`src/rtl/y86_pkg.sv`:
```
// Shared Y86-64 encodings: status codes, register IDs and instruction codes.
package y86_pkg;

  typedef enum logic [3:0] {
    SBUB = 4'h0,
    SAOK = 4'h1,
    SHLT = 4'h2,
    SADR = 4'h3,
    SINS = 4'h4
  } stat_e;

  localparam logic [3:0] RRAX  = 4'h0;
  localparam logic [3:0] RRCX  = 4'h1;
  localparam logic [3:0] RRDX  = 4'h2;
  localparam logic [3:0] RRBX  = 4'h3;
  localparam logic [3:0] RRSP  = 4'h4;
  localparam logic [3:0] RRBP  = 4'h5;
  localparam logic [3:0] RRSI  = 4'h6;
  localparam logic [3:0] RRDI  = 4'h7;
  localparam logic [3:0] RNONE = 4'hF;

  localparam logic [3:0] IHALT   = 4'h0;
  localparam logic [3:0] INOP    = 4'h1;
  localparam logic [3:0] IRRMOVQ = 4'h2;
  localparam logic [3:0] IIRMOVQ = 4'h3;
  localparam logic [3:0] IRMMOVQ = 4'h4;
  localparam logic [3:0] IMRMOVQ = 4'h5;
  localparam logic [3:0] IOPQ    = 4'h6;
  localparam logic [3:0] IJXX    = 4'h7;
  localparam logic [3:0] ICALL   = 4'h8;
  localparam logic [3:0] IRET    = 4'h9;
  localparam logic [3:0] IPUSHQ  = 4'hA;
  localparam logic [3:0] IPOPQ   = 4'hB;

  function automatic logic is_exception(input logic [3:0] s);
    return (s == SHLT) || (s == SADR) || (s == SINS);
  endfunction

endpackage

```
`src/rtl/regfile_2r2w.sv`:
```
// Architectural register array: two write ports (M wins on collision),
// two combinational read ports with optional write-through bypass.
module regfile_2r2w
  import y86_pkg::*;
#(
  parameter int unsigned NREG      = 15,
  parameter bit          WR_BYPASS = 1'b0
) (
  input  logic        clk,
  input  logic        rst_n,
  input  logic        we_e,
  input  logic [3:0]  waddr_e,
  input  logic [63:0] wdata_e,
  input  logic        we_m,
  input  logic [3:0]  waddr_m,
  input  logic [63:0] wdata_m,
  input  logic [3:0]  raddr_a,
  input  logic [3:0]  raddr_b,
  output logic [63:0] rdata_a,
  output logic [63:0] rdata_b
);

  logic [63:0] regs_q [NREG];
  logic [63:0] regs_d [NREG];

  // M is applied after E so a shared destination keeps ValM.
  always_comb begin
    for (int unsigned i = 0; i < NREG; i++) regs_d[i] = regs_q[i];
    if (we_e) regs_d[waddr_e] = wdata_e;
    if (we_m) regs_d[waddr_m] = wdata_m;
  end

  always_ff @(posedge clk or negedge rst_n) begin
    if (!rst_n) begin
      for (int unsigned i = 0; i < NREG; i++) regs_q[i] <= '0;
    end else begin
      for (int unsigned i = 0; i < NREG; i++) regs_q[i] <= regs_d[i];
    end
  end

  function automatic logic [63:0] read_port(input logic [3:0] addr);
    logic [63:0] val;
    val = '0;
    if (addr != RNONE) begin
      if (WR_BYPASS && we_m && (waddr_m == addr))      val = wdata_m;
      else if (WR_BYPASS && we_e && (waddr_e == addr)) val = wdata_e;
      else                                             val = regs_q[addr];
    end
    return val;
  endfunction

  always_comb begin
    rdata_a = read_port(raddr_a);
    rdata_b = read_port(raddr_b);
  end

endmodule

```
`src/rtl/writeback_regfile.sv`:
```
// Y86-64 write-back stage: commits W results into the register file and
// tracks sticky status plus retire/cycle counters.
module writeback_regfile
  import y86_pkg::*;
#(
  parameter int unsigned NREG      = 15,
  parameter bit          WR_BYPASS = 1'b0
) (
  input  logic        clk,
  input  logic        rst_n,
  input  logic [3:0]  W_stat,
  input  logic [3:0]  W_icode,
  input  logic [63:0] W_ValE,
  input  logic [63:0] W_ValM,
  input  logic [3:0]  W_dstE,
  input  logic [3:0]  W_dstM,
  input  logic [3:0]  d_srcA,
  input  logic [3:0]  d_srcB,
  output logic [63:0] d_rvalA,
  output logic [63:0] d_rvalB,
  output logic [3:0]  Stat,
  output logic        halted,
  output logic [63:0] retired,
  output logic [63:0] cycles
);

  stat_e       stat_q, stat_d;
  logic        halted_q, halted_d;
  logic [63:0] retired_q, retired_d;
  logic [63:0] cycles_q, cycles_d;
  logic        commit;
  logic        unused_icode;

  // icode is carried through W for tracing only; write-back needs none of it.
  assign unused_icode = ^W_icode;

  assign commit = !halted_q && ((W_stat == SAOK) || (W_stat == SBUB));

  regfile_2r2w #(
    .NREG      (NREG),
    .WR_BYPASS (WR_BYPASS)
  ) u_rf (
    .clk     (clk),
    .rst_n   (rst_n),
    .we_e    (commit && (W_dstE != RNONE)),
    .waddr_e (W_dstE),
    .wdata_e (W_ValE),
    .we_m    (commit && (W_dstM != RNONE)),
    .waddr_m (W_dstM),
    .wdata_m (W_ValM),
    .raddr_a (d_srcA),
    .raddr_b (d_srcB),
    .rdata_a (d_rvalA),
    .rdata_b (d_rvalB)
  );

  always_comb begin
    stat_d    = stat_q;
    halted_d  = halted_q;
    retired_d = retired_q;
    cycles_d  = cycles_q;
    if (!halted_q) begin
      cycles_d = cycles_q + 64'd1;
      if (is_exception(W_stat)) begin
        stat_d   = stat_e'(W_stat);
        halted_d = 1'b1;
      end
      if (commit && (W_stat == SAOK)) retired_d = retired_q + 64'd1;
    end
  end

  always_ff @(posedge clk or negedge rst_n) begin
    if (!rst_n) begin
      stat_q    <= SAOK;
      halted_q  <= 1'b0;
      retired_q <= '0;
      cycles_q  <= '0;
    end else begin
      stat_q    <= stat_d;
      halted_q  <= halted_d;
      retired_q <= retired_d;
      cycles_q  <= cycles_d;
    end
  end

  assign Stat    = stat_q;
  assign halted  = halted_q;
  assign retired = retired_q;
  assign cycles  = cycles_q;

endmodule

```
`config.mk`:
```
export PLATFORM = sky130hd
export DESIGN_NAME = writeback_regfile
export DESIGN_NICKNAME = d
export VERILOG_FILES = /design/src/rtl/y86_pkg.sv /design/src/rtl/regfile_2r2w.sv /design/src/rtl/writeback_regfile.sv
export SDC_FILE = /design/constraint.sdc
export NUM_CORES = 2
export LEC_CHECK = 0
export BUFFER_PORTS_ARGS = -buffer_cell sky130_fd_sc_hd__buf_2
export CORE_AREA = 2 2 307 431
export CTS_CLUSTER_SIZE = 40
export DETAILED_ROUTE_END_ITERATION = 10
export DIE_AREA = 0 0 309 433
export PLACE_DENSITY = 0.82
export SETUP_SLACK_MARGIN = 0.02
export SKIP_CTS_REPAIR_TIMING = 1
export SYNTH_ARGS = -nofsm -noshare
export SYNTH_HDL_FRONTEND = slang
export SYNTH_SLANG_ARGS = --single-unit
export TNS_END_PERCENT = 100
```
`constraint.sdc`:
```
create_clock -name clk -period 2.9 [get_ports clk]
set_input_delay 0.435 -clock clk [delete_from_list [all_inputs] [get_ports clk]]
set_output_delay 0.435 -clock clk [all_outputs]
set_load 0.01 [all_outputs]
```
==> reports/metrics.cfg <==
[yosys]
synth.distinct_cells=46
syn_inst=6186
syn_avg_cell_area_um2=10.46
synth-edff-count=0
ys_async_sr_fraction=1.000
yosysWarnings=0
syn_area_mm2=0.06468
ys.flop_type=dfrtp_1
syn_nets=6342
ys_ff_latch=1093
synth_seq_area_share=0.4229

[setup_path]
worstPathMaxFanout=3
cp-startpoint=u_rf.regs_q[234]
reg2reg_depth=7
crit_path_start_kind=flop
path_class=reg2out
rr_startpoint=halted
crit_arrival_ns=2.47
required_ns=2.47
critPathCaptureType=primary output

[timing]
setup_violations=1
hold_violations=0
tightestPinTransition_ns=0.8795
slew_headroom=0.4137
layout_min_cycle_time_ns=2.904
finalCritPeriodShare=1.001
final_max_slew_viol_count=0
clock_skew_ns=0.02130
fin_ws_ns=-0.004079
rsz0062_at_grt=yes
max_freq_ghz=0.3443

[grt]
grt_use_total=0.3519
grt_pass1_vias=57495
overflow=0
grt_max_degree=129
grt_antenna_before_repair=70
grt_pass1_wl_um=353500

[clocking]
clk_path_buf_depth=3
clk_pin_slew_worst_paths_ns=0.06
cts_buffers=106
clock_sinks=1093
cts_root_buffer=clkbuf_16
cts_max_level=3
clk_latency_ns=0.76
cts_tree=built

[final_layout]
syn2layout_area_growth_pct=15.47
final_cells=8228
drive_gt1_frac=0.2210
multiInputGateArea_mm2=0.03498
fin_nets=6514
nFillCells=9959
seq_area_mm2=0.02735

[floorplan]
dieArea_mm2=0.1338
die_x_um=309
start_util=0.4974
die-height_um=433
core_area_mm2=0.1300
ios=415
rows=157

[drt]
dr.pass1.iters=6
antenna_left=0
via_per_inst=6.858
post-route-drc-count=0
dr_total_vias=56424
wl_per_cell_um=29.03
drt-initial-drc-count=8066
totalWireLength_um=238900

[job]
maxCapViolCount=0

[status]
status=finished with violations
failed_checks=setup timing

[place]
numPlacedInstances=7986
portBuffers=410
pre_cts_ws_ns=0.09697
hpwlAfterDp_um=140900
gp_congestion=0.9028

[hold_path]
worstHoldStart=W_stat[2]
hold_path_class=in2reg
hold_depth=2

[pwr]
power_w=0.03583
p_per_area_mw_per_mm2=479.8
leakage_nw=34.31
ir_drop_mv=0.4815

-- path summary, 6_finish.rpt --
path | to | slack [ns]
max | d_rvalB[42] | -0.004
min in group asynchronous | u_rf.regs_q[272] | 0.24
min reg2reg | cycles[63] | 0.47
min | Stat[1] | 0.01
max in group asynchronous | u_rf.regs_q[122] | 1.51
max reg2reg | u_rf.regs_q[228] | 0.19
-- sequential cells by signal, indices dropped and copies added, names as in the netlist --
register	flops
cycles	64
u_rf.regs_q	960
Stat	4
retired	64
halted	1
-- cells in the final DEF (no fill, tap or decap), types with 41 or more instances in the layout --
master	instances
o21ai_1	58
nor2_1	382
a31oi_1	192
xor2_1	74
xnor2_1	52
a21oi_1	128
mux4_2	512
nand4_1	42
clkbuf_16	107
buf_4	111
nor3_1	41
nand2_1	1207
dfrtp_1	1092
buf_12	163
mux2i_1	897
buf_2	393
o21ai_0	711
nand3_1	46
-- cell families after synthesis --
family	synth area share
fa+ha+maj	0.0003868
compound gates	0.08809
xor+xnor	0.01706
simple gates	0.1142
mux	0.3178
flops	0.4229
buf+inv	0.03958
-- layout make-up --
class                      count  share of cell area
antenna                       32            0.001072
inverter                      22            0.001106
multi-input combinational   4451              0.4683
sequential                  1093              0.3662
timing repair buffer         684             0.08396
clock buffer                 139             0.03947
tap                         1749             0.02930
clock inverter                58             0.01057
-- per-stage QoR --
stage | hold slack (ns) | TNS (ns) | util | area, um2
finish | 0.01005 | -0.004079 | 0.5743 | 74690
global route | 0.01007 | -0.005346 | 0.5741 | 74660
CTS | -0.3317 | 0 | 0.5724 | 74430
detailed placement | 0.4610 | 0 | 0.5436 | 70690
global placement | 0.4534 | 0 | 0.5436 | 70690
floorplan | 0.1394 | 0 | - | 64680
-- cells in the mapped netlist, types with 5 or more instances --
cell type,count,share of area
xor2_1,74,0.010
a21oi_1,128,0.0099
a31oi_1,192,0.019
o21ai_1,58,0.0045
nor2_1,392,0.023
nand4_1,42,0.0041
nor4_1,18,0.0017
buf_4,7,0.00081
or3_1,7,0.00068
mux2i_1,897,0.14
nor3_1,42,0.0032
clkbuf_1,451,0.026
nand2b_1,6,0.00058
o21ai_0,711,0.055
and3_1,13,0.0013
buf_1,73,0.0042
mux4_2,512,0.18
xnor2_1,52,0.0070
dfrtp_1,1092,0.42
or4_1,5,0.00058
nand2_1,1211,0.070
nand3_1,47,0.0036
inv_1,22,0.0013
buf_2,83,0.0064
-- where the power goes --
part | leakage [nW] | internal [W] | switching (W)
combinational | 17.4 | 0.00178 | 0.00233
clock | 1.83 | 0.00855 | 0.00661
sequential | 15.1 | 0.0159 | 0.000605
-- per-layer routing --
metal | vias to the layer above | routed length [um] | track usage
met5 | - | 411 | 0
met4 | 66 | 20210 | 0.2726
met3 | 1608 | 34850 | 0.1357
met2 | 5009 | 106900 | 0.5270
met1 | 27136 | 76530 | 0.4052
li1 | 22605 | - | -
-- worst max-delay path, stage by stage, from the launching register on --
cell and delay, ns:
dfrtp_1 0.40, mux4_2 0.48, mux4_2 0.64, buf_6 0.19
No activity file was read; power rests on OpenSTA's default activity.
